[src/rtl/ascon_perm_arbiter_if.sv]
// Requester-side bundle of the ASCON permutation arbiter: two request/ack/done
// channels plus the shared result bus.
interface ascon_perm_arbiter_if;
  logic         req0;
  logic         req1;
  logic         nr0;
  logic         nr1;
  logic [319:0] st0;
  logic [319:0] st1;
  logic         ack0;
  logic         ack1;
  logic         done0;
  logic         done1;
  logic [319:0] dout;
  logic         busy;

  modport master (
    output req0, req1, nr0, nr1, st0, st1,
    input  ack0, ack1, done0, done1, dout, busy
  );

  modport slave (
    input  req0, req1, nr0, nr1, st0, st1,
    output ack0, ack1, done0, done1, dout, busy
  );
endinterface

[src/rtl/ascon_perm_arbiter.sv]
// Round-robin arbiter and round sequencer sharing one ASCON round datapath
// between two requesters; runs p^12 or p^6 and returns the permuted state.
module ascon_perm_arbiter (
  input  logic        clk,
  input  logic        rst,
  ascon_perm_arbiter_if.slave bus,
  output logic        intial,
  output logic        inc,
  output logic [3:0]  consti,
  output logic [63:0] Xi0,
  output logic [63:0] Xi1,
  output logic [63:0] Xi2,
  output logic [63:0] Xi3,
  output logic [63:0] Xi4,
  input  logic [63:0] Xo0,
  input  logic [63:0] Xo1,
  input  logic [63:0] Xo2,
  input  logic [63:0] Xo3,
  input  logic [63:0] Xo4
);

  typedef enum logic [1:0] {IDLE, LOAD, RUN, DONE} state_t;

  localparam logic [3:0] LAST_ROUND = 4'd11;

  state_t        state_reg, state_next;
  logic          owner_reg, owner_next;
  logic          last_reg, last_next;
  logic [3:0]    rnd_reg, rnd_next;
  logic [319:0]  dout_reg, dout_next;
  logic [1:0]    done_reg, done_next;
  logic [1:0]    ack;
  logic          grant;
  logic          grant_nr;
  logic [319:0]  xi;

  always_ff @(posedge clk) begin
    if (!rst) begin
      state_reg <= IDLE;
      owner_reg <= 1'b0;
      last_reg  <= 1'b1;
      rnd_reg   <= 4'd0;
      dout_reg  <= 320'd0;
      done_reg  <= 2'b00;
    end else begin
      state_reg <= state_next;
      owner_reg <= owner_next;
      last_reg  <= last_next;
      rnd_reg   <= rnd_next;
      dout_reg  <= dout_next;
      done_reg  <= done_next;
    end
  end

  // On a tie the requester that was not granted last time wins.
  always_comb begin
    if (bus.req0 && bus.req1) begin
      grant = ~last_reg;
    end else begin
      grant = bus.req1;
    end
    grant_nr = grant ? bus.nr1 : bus.nr0;
  end

  always_comb begin
    state_next = state_reg;
    owner_next = owner_reg;
    last_next  = last_reg;
    rnd_next   = rnd_reg;
    dout_next  = dout_reg;
    done_next  = 2'b00;
    intial     = 1'b0;
    inc        = 1'b0;
    consti     = 4'd0;
    ack        = 2'b00;
    xi         = bus.st0;

    case (state_reg)
      IDLE: begin
        if (bus.req0 || bus.req1) begin
          owner_next = grant;
          last_next  = grant;
          rnd_next   = grant_nr ? 4'd0 : 4'd6;
          state_next = LOAD;
        end
      end
      LOAD: begin
        intial          = 1'b1;
        consti          = rnd_reg;
        xi              = owner_reg ? bus.st1 : bus.st0;
        ack[owner_reg]  = 1'b1;
        rnd_next        = rnd_reg + 4'd1;
        state_next      = RUN;
      end
      RUN: begin
        inc    = 1'b1;
        consti = rnd_reg;
        // Clear at the last round so the counter never leaves 0..11.
        if (rnd_reg == LAST_ROUND) begin
          rnd_next   = 4'd0;
          state_next = DONE;
        end else begin
          rnd_next = rnd_reg + 4'd1;
        end
      end
      DONE: begin
        dout_next            = {Xo0, Xo1, Xo2, Xo3, Xo4};
        done_next[owner_reg] = 1'b1;
        state_next           = IDLE;
      end
      default: begin
        state_next = IDLE;
      end
    endcase
  end

  assign {Xi0, Xi1, Xi2, Xi3, Xi4} = xi;

  assign bus.ack0  = ack[0];
  assign bus.ack1  = ack[1];
  assign bus.done0 = done_reg[0];
  assign bus.done1 = done_reg[1];
  assign bus.dout  = dout_reg;
  assign bus.busy  = (state_reg != IDLE);

endmodule
[src/flat_wrapper.sv]
// flat-port wrapper written by rule: the top's interface ports become plain ports
module ascon_perm_arbiter_flat 
  (clk, rst, intial, inc, consti, Xi0, Xi1, Xi2, Xi3, Xi4, Xo0, Xo1, Xo2, Xo3, Xo4, bus_req0, bus_req1, bus_nr0, bus_nr1, bus_st0, bus_st1, bus_ack0, bus_ack1, bus_done0, bus_done1, bus_dout, bus_busy);
  ascon_perm_arbiter_if bus_i ();
  input  logic clk;
  input  logic rst;
  output logic intial;
  output logic inc;
  output logic [3:0] consti;
  output logic [63:0] Xi0;
  output logic [63:0] Xi1;
  output logic [63:0] Xi2;
  output logic [63:0] Xi3;
  output logic [63:0] Xi4;
  input  logic [63:0] Xo0;
  input  logic [63:0] Xo1;
  input  logic [63:0] Xo2;
  input  logic [63:0] Xo3;
  input  logic [63:0] Xo4;
  input wire logic [$bits(bus_i.req0)-1:0] bus_req0;
  input wire logic [$bits(bus_i.req1)-1:0] bus_req1;
  input wire logic [$bits(bus_i.nr0)-1:0] bus_nr0;
  input wire logic [$bits(bus_i.nr1)-1:0] bus_nr1;
  input wire logic [$bits(bus_i.st0)-1:0] bus_st0;
  input wire logic [$bits(bus_i.st1)-1:0] bus_st1;
  output wire logic [$bits(bus_i.ack0)-1:0] bus_ack0;
  output wire logic [$bits(bus_i.ack1)-1:0] bus_ack1;
  output wire logic [$bits(bus_i.done0)-1:0] bus_done0;
  output wire logic [$bits(bus_i.done1)-1:0] bus_done1;
  output wire logic [$bits(bus_i.dout)-1:0] bus_dout;
  output wire logic [$bits(bus_i.busy)-1:0] bus_busy;
  assign bus_i.req0 = bus_req0;
  assign bus_i.req1 = bus_req1;
  assign bus_i.nr0 = bus_nr0;
  assign bus_i.nr1 = bus_nr1;
  assign bus_i.st0 = bus_st0;
  assign bus_i.st1 = bus_st1;
  assign bus_ack0 = bus_i.ack0;
  assign bus_ack1 = bus_i.ack1;
  assign bus_done0 = bus_i.done0;
  assign bus_done1 = bus_i.done1;
  assign bus_dout = bus_i.dout;
  assign bus_busy = bus_i.busy;
  ascon_perm_arbiter u_core (.clk(clk), .rst(rst), .bus(bus_i), .intial(intial), .inc(inc), .consti(consti), .Xi0(Xi0), .Xi1(Xi1), .Xi2(Xi2), .Xi3(Xi3), .Xi4(Xi4), .Xo0(Xo0), .Xo1(Xo1), .Xo2(Xo2), .Xo3(Xo3), .Xo4(Xo4));
endmodule
[config.mk]
export PLATFORM = sky130hd
export DESIGN_NAME = ascon_perm_arbiter_flat
export DESIGN_NICKNAME = d
export VERILOG_FILES = /design/src/rtl/ascon_perm_arbiter_if.sv /design/src/rtl/ascon_perm_arbiter.sv /design/src/flat_wrapper.sv
export SDC_FILE = /design/constraint.sdc
export NUM_CORES = 1
export LEC_CHECK = 0
export ABC_AREA = 1
export CORE_AREA = 3 3 631 633
export DETAILED_ROUTE_END_ITERATION = 7
export DIE_AREA = 0 0 634 636
export GPL_ROUTABILITY_DRIVEN = 0
export PLACE_DENSITY = 0.3
export SYNTH_ARGS = -nofsm -noshare
export SYNTH_HDL_FRONTEND = slang
export SYNTH_SLANG_ARGS = --single-unit
[constraint.sdc]
create_clock -name clk -period 3.9 [get_ports clk]
set_clock_uncertainty 0.15 [all_clocks]
set_input_delay 0.39 -clock clk [delete_from_list [all_inputs] [get_ports clk]]
set_output_delay 0.39 -clock clk [all_outputs]
set_load 0.03 [all_outputs]
== Yosys cells after proc, flatten, opt, wreduce, memory -nomap -nowiden ==
Cells that the tools add are included.

* $add $sub $neg: 1
* Multiply operators: 0
* Div/mod/pow operators: 0
* Order comparisons: 2
* Equal/unequal tests: 6
* Shift operators: 0
* Multiplexer cells: 17
* Bitwise logic cells: 1
* Reduce and logical (&&, ||, !) cells: 11

{| class="wikitable"
|+ Operator list
! kind !! count
|-
| 320-bit two-way mux || 2
|-
| 4-bit two-way mux || 3
|-
| 4-bit case mux with 3 select lines || 1
|-
| 2-bit case mux with 4 select lines || 1
|-
| 2-bit AND reduction || 4
|-
| 2-bit two-way mux || 3
|-
| 1-bit two-way mux || 5
|-
| 4-bit by 1-bit adder with 4-bit output (second input constant) || 1
|-
| 2-bit == test (second input constant) || 2
|-
| 4-bit == test (second input constant) || 1
|-
| 2-bit by 1-bit != test with 1-bit output (second input constant) || 2
|-
| 3-bit two-way mux || 1
|-
| 3-bit nonzero test || 1
|-
| 2-bit by 1-bit == test with 1-bit output (second input constant) || 1
|-
| 1-bit logical AND || 2
|-
| 2-bit zero test || 1
|-
| 1-bit by 2-bit < comparator with 1-bit output (second input constant) || 1
|-
| 2-bit nonzero test || 1
|-
| 2-bit OR reduction || 1
|-
| 1-bit demux with 1-bit select || 1
|-
| 1-bit greater-or-equal comparator (second input constant) || 1
|-
| 1-bit logical OR || 1
|-
| 1-bit inverter || 1
|}

* Bits in registers: 330
* Bits in latches: 0
* Memory bits (writable): 0
* Bits in read-only memories: 0
* Bits of input ports: 966
* Output and inout port bits: 651
* Logic and storage cells: 44
* Memories: 0

== Longest topological paths before layout ==
Gate-level depths: netlist of run 1.

* Depth in word-level cells: 6
* Gate-level depth with buffers: 8
* Gate-level depth less buffers: 8

== Worst setup path before layout of run 1 ==
No wires, ideal clock.

* Path type: register to output
* Start point: reg u_core.state_reg[1]
* End point: out Xi3[25]
* Arrival: 1.657 ns
* Data required time: 3.360 ns
* Path slack: 1.703 ns
* Stages on the path, launching flop included: 8
* Path through: dfxtp_1 inv_1 ha_1 nand2_2 buf_2 clkbuf_1 nand2_1 nand2_1

* Word-level cells in the longest chain between the ends: 2

{| class="wikitable"
|+ Ends and longest elaborated chain
! element !! RTL line !! source
|-
| start: declaration || ascon_perm_arbiter.sv:26 || <nowiki>state_t state_reg, state_next;</nowiki>
|-
| start signal: assignment || ascon_perm_arbiter.sv:46 || <nowiki>state_reg <= state_next;</nowiki>
|-
| 2-bit by 1-bit == test with 1-bit output || ascon_perm_arbiter.sv:78 || <nowiki>case (state_reg)</nowiki>
|-
| 320-bit two-way mux || ascon_perm_arbiter.sv:78 ||
|-
| end: declaration || flat_wrapper.sv:13 || <nowiki>output logic [63:0] Xi3;</nowiki>
|}

No other way between the ends.

== Worst setup path after layout of run 1 ==
* Start point: reg u_core.state_reg[1]
* End point: out Xi4[21]

* Word-level cells in the longest chain between the ends: 2

{| class="wikitable"
|+ Ends and longest elaborated chain
! element !! RTL line !! source
|-
| 2-bit by 1-bit == test with 1-bit output || ascon_perm_arbiter.sv:78 ||
|-
| 320-bit two-way mux || ascon_perm_arbiter.sv:78 ||
|-
| end: declaration || flat_wrapper.sv:14 || <nowiki>output logic [63:0] Xi4;</nowiki>
|}

No other way between the ends.

==> reports/qor.csv, run 1 <==
metric,value,unit
leakage,0.0160,µW
top_usage_layer,met2,
min_to,u_core.bus.dout[250],
period_share,94.8,%
min_path_cells,3,
max_slew_margin,34.8,%
slowest_stage,clkdlybuf4s50_1,
routed-via-count,23613,
cts.sinks,330,
path_cells,inv_1 -> ha_1 -> nand2_8 -> buf_12 -> nand2_1 -> nand2_1 -> clkdlybuf4s50_1,
hpwl,212000,µm
synthTopCellsByArea,"dfxtp_1, nand2_1, nor2_1",
cts_root_buf,clkbuf_16,
io_pins,1617,
peakVddDrop,0.000248,V
clockBufferDepth,3,
status,finished clean,
layout.nets,5010,
ys_ff_latch,330,
hold_viol_final,0,
finalCriticalPeriod,3700,ps
critPathMaxStageDelay,670,ps
netlist_instances,2508,
vias_per_cell,2.53,
cp.required,3360,ps
total_power,18800,µW
cts_buffers,46,
synth_area_leader_cell,dfxtp_1,
drive_gt1_share,7.99,%
die_x,634,µm
path_clk_slew,60,ps
post_drt_wl_per_cell,26.0,µm
min-delay-start,Xo1[58],
grt_pass1_wl,293000,µm
tightest_slew,978,ps
worstPathArrival,3160,ps
syn_to_final_growth,163,%
cts_tree,yes,
async_reset_ff_share,0,%
post_cts_buffers,0,
placed_cell_area,0.0395,mm²
worstSkewPairLatency,620,ps
crit-reg2reg-launch,u_core.state_reg[0],
drv_cap,0,
powerDensity,455,mW/mm²
first_global_vias,23725,
grt.overflow.total,0,
reg2reg_slack,1440,ps
synth_fp_nets,3481,
port_buffers,1616,
synth_area,0.0157,mm²
crit_type,reg -> out,
initial_utilization,4.00,%
post-synth-top-count-cell,nand2_1,
worst_r2r_endpoint,u_core.bus.dout[166],
grt_util_met3,3.86,%
setup_viol,0,
antenna_found_initial,171,
cts_hold_buf,0,
synth_top_area_share,42.1,%
grt.total_usage,11.5,%
synth_cell_types,22,
ys_seq_area_share,42.1,%
num_rows,230,
critPathMaxFanout,86,
yosys_warnings,0,
die_h,636,µm
grt_max_degree,147,
reg2regPathDepth,5,
h-tree-depth,2,
drtIter0Drc,1247,
die-area,0.403,mm²
synth_edf_count,0,
first_pass_iters,7,
met2_usage,23.3,%
synth.avg_cell_area,6.26,µm²
final_cells,9340,
startpoint_type,flip-flop,
num-fill-cells,45680,
core_area,0.393,mm²
synth_common_cells,"nand2_1, nor2_1, dfxtp_1, o21ai_0, clkbuf_1",
timing.fmax,271,MHz
worst_path_most_repeated_cell,nand2_1,
largest_reg_flops,320,
final_area,0.0413,mm²
slew_violations,0,
met1_usage,10.2,%
drc,0,
end_kind,output pin,
synth_ff_type,dfxtp_1,
hold_ws,193,ps
route.antenna.remaining_nets,0,
dpl.cell_count,9209,
hold_class,in -> reg,
drt-total-wl,243000,µm
==> report_power, final <==
group          leakage (µW)  switching, µW  total, µW  internal, µW
Combinational        0.0125           6040       9850          3810
Clock              0.000765           1770       4480          2700
Sequential          0.00268            377       4470          4090
Total                0.0160           8190      18800         10600
==> layer usage <==
layer  vias to the layer above  routed length [µm]
met1                     11061               75500
met2                      1231              138000
met5                         -                 427
met4                        62                9260
li1                      10867                   -
met3                       392               20200
==> cells by family (layout without fill, tap and decap cells) <==
kind of cell / after synthesis / after routing / synth area share, %
fa+ha+maj: 7 / 7 / 0.558
compound gates: 331 / 331 / 10.5
other cells: 0 / 50 / 0
buf+inv: 195 / 1757 / 7.38
flops: 330 / 330 / 42.1
simple gates: 1645 / 1645 / 39.5
==> stage by stage <==
step | setup TNS [ps] | worst slack, ps | utilization [%]
after global placement | 0 | 711 | 10.1
after floorplan | 0 | 1700 | -
after CTS | 0 | 24.2 | 10.5
after detailed placement | 0 | 715 | 10.1
after global routing | -21.9 | -21.9 | 10.5
final | 0 | 204 | 10.5
==> worst max-delay path by stage <==
| stage | slack (ps) | end | start | depth (start not counted) |
|---|---|---|---|---|
| after floorplan | 1700 | Xi3[25] | u_core.state_reg[1] | 7 |
| after global placement | 710 | Xi0[52] | u_core.state_reg[1] | 8 |
| after detailed placement | 720 | Xi2[45] | u_core.state_reg[1] | 9 |
| after CTS | 20 | Xi0[52] | u_core.state_reg[1] | 8 |
| after global routing | -20 | Xi2[3] | u_core.state_reg[1] | 8 |
| final | 200 | Xi4[21] | u_core.state_reg[1] | 7 |
==> worst max-delay path, delay by kind of cell (launching register included) <==
family / cells / cell delay (ps)
buffers and inverters: 3 / 1180
adders and majority gates: 1 / 290
and+or+nand+nor: 3 / 540
DFF: 1 / 420
==> cell type report <==
type | instances | area [µm²] | area share (%)
Multi-Input combinational cell | 1983 | 7970 | 19.3
Clock inverter | 12 | 191 | 0.464
Tap cell | 5220 | 6530 | 15.8
Inverter | 17 | 83.8 | 0.203
Sequential cell | 330 | 6610 | 16.0
Clock buffer | 69 | 1380 | 3.34
Timing Repair Buffer | 1659 | 18400 | 44.5
Antenna cell | 50 | 125 | 0.303
==> cell usage in the layout (no fill, tap or decap), drive strengths merged <==
master         count
a21oi              6
bufinv             4
ha                 7
inv               19
diode             50
clkinvlp           2
dlymetal6s2s       4
clkbuf            70
nand2            984
buf              248
nor3               2
nand4              1
nand3              8
o21ai            325
clkdlybuf4s50   1406
nor2             648
and3               1
dfxtp            330
clkinv             4
or2                1
==> repair_timing <==
| action | CTS | global route |
|---|---|---|
| endpoints found under the setup margin | 1 | 25 |
| cloned | 0 | 0 |
| resized for setup | 2 | 5 |
Power figures use the tool's default switching activity.
==> run 2, diff against run 1 <==
CORE_AREA = 3 3 628 630   (was 3 3 631 633)
CTS_CLUSTER_DIAMETER = 200   (was not set)
DIE_AREA = 0 0 631 633   (was 0 0 634 636)
==> run 2 against run 1 <==
Compared with the run above:
- sequential power about the same
- routed wire length increased by 1.7%
- power decreased by 0.33%
- utilization about the same
- register-to-register slack improved by 50 ps
- clock power about the same
- final cell count decreased by 0.32%
- clock-buffer cell count decreased by 1
- sequential share of layout area increased by 0.19 points
- largest power group unchanged
==> reports/qor.csv, run 2 (synthesis results as in run 1) <==
metric,value,unit
status,finished clean,
hpwl,218000,µm
finalCriticalPeriod,3770,ps
hold_class,in -> reg,
die_x,631,µm
vias_per_cell,2.54,
critPathMaxFanout,108,
routed-via-count,23675,
min_path_cells,3,
grt_pass1_wl,299000,µm
tightest_slew,1260,ps
reg2regPathDepth,5,
rsz0062_at_grt,no,
reg2reg_slack,1490,ps
leakage,0.0159,µW
die-area,0.399,mm²
timing.fmax,265,MHz
cp_top_family,simple AND/OR/NAND/NOR gates,
met1_usage,10.4,%
io_pins,1617,
first_global_vias,23904,
slowest_stage,dfxtp_1,
most-common-layout-cells,"clkdlybuf4s50_1, nand2_1, nor2_1",
cts_hold_buf,0,
peakVddDrop,0.000292,V
final_common_cell,clkdlybuf4s50_1,
route.antenna.remaining_nets,0,
num_rows,229,
fin_tns_setup,0,ps
critPathMaxStageDelay,420,ps
hold_viol_final,0,
cp.required,3360,ps
layout.nets,5008,
grt.overflow.total,0,
clockBufferDepth,3,
drv_cap,0,
num-fill-cells,45475,
period_share,96.7,%
min_to,u_core.bus.dout[150],
cts.sinks,330,
cts_tree,yes,
drc,0,
grt.total_usage,11.8,%
critPathBufInv,3,
cts_buffers,47,
worst_r2r_endpoint,u_core.bus.dout[134],
grt_max_degree,122,
syn_to_final_growth,160,%
path_cells,inv_1 -> ha_1 -> nand2_8 -> buf_16 -> nand2_1 -> nand2_1 -> buf_12,
antenna_found_initial,172,
grt_util_met3,4.06,%
met2_usage,24.2,%
initial_utilization,4.04,%
slew_violations,0,
worstPathArrival,3230,ps
largest_reg_flops,320,
powerDensity,459,mW/mm²
drt-total-wl,247000,µm
startpoint_type,flip-flop,
max_slew_margin,16.2,%
port_buffers,1616,
post_cts_buffers,0,
crit_start,u_core.state_reg[1],
first_pass_iters,5,
placed_cell_area,0.0391,mm²
worstSkewPairLatency,620,ps
die_h,633,µm
setup_viol,0,
crit-reg2reg-launch,u_core.state_reg[0],
h-tree-depth,2,
final_area,0.0408,mm²
crit_type,reg -> out,
end_kind,output pin,
top_usage_layer,met2,
post_drt_wl_per_cell,26.6,µm
worst_path_most_repeated_cell,nand2_1,
path_clk_slew,80,ps
drtIter0Drc,1476,
drive_gt1_share,8.33,%
core_area,0.389,mm²
cts_root_buf,clkbuf_16,
min-delay-start,Xo2[22],
## run 2: timing repair
| item | in CTS | in global routing |
|---|---|---|
| cloned | 0 | 0 |
| endpoints found under the setup margin | 36 | 9 |
| gates resized for setup | 21 | 9 |
## run 2: power breakdown
part           internal, µW  total (µW)  switching, µW
Clock                  2570        4460           1890
Combinational          3700        9810           6110
Sequential             4090        4460            375
Total                 10400       18700           8370
## run 2: layout make-up
type	count	area, µm²	area share (%)
diodes	41	103	0.252
clock buffers	68	1360	3.32
clock inverters	18	194	0.475
inverters	17	92.6	0.227
multi-input cells	1983	7980	19.6
flip-flops and latches	330	6610	16.2
well taps	5197	6500	15.9
repair buffers	1656	18000	44.0
## run 2: worst reg2reg max path, cell delays in order (launching register included)
cell and delay, ps:
dfxtp_1 420, ha_4 270, buf_4 470, buf_4 680
o21ai_0 210, nor2_1 130
## run 2: worst max path at each step
stage                     slack [ps]       to  depth (start not counted)
after floorplan                 1700  Xi3[25]                          7
after global placement           610  Xi4[21]                          8
after detailed placement         550  Xi4[34]                          8
after CTS                        0.6  Xi4[20]                          7
after global routing              10  Xi3[32]                          7
final                            130  Xi4[37]                          7
## run 2: layer usage
metal / wire length, µm / part of all wire [%]
met1: 75700 / 31
met2: 141000 / 57
met3: 20400 / 8.2
met4: 10000 / 4.0
met5: 387 / 0.16
## run 2: metrics by stage
step	hold WS [ps]	setup slack, ps	total power (µW)	std cells	util (%)
2_1_floorplan	279	1700	8690	2508	-
3_3_place_gp	295	614	14600	9183	10.0
3_5_place_dp	294	547	14500	9183	10.0
4_1_cts	82.0	0.644	19300	9269	10.5
5_1_grt	127	10.4	19700	9295	10.5
6_report	179	127	18700	9310	10.5
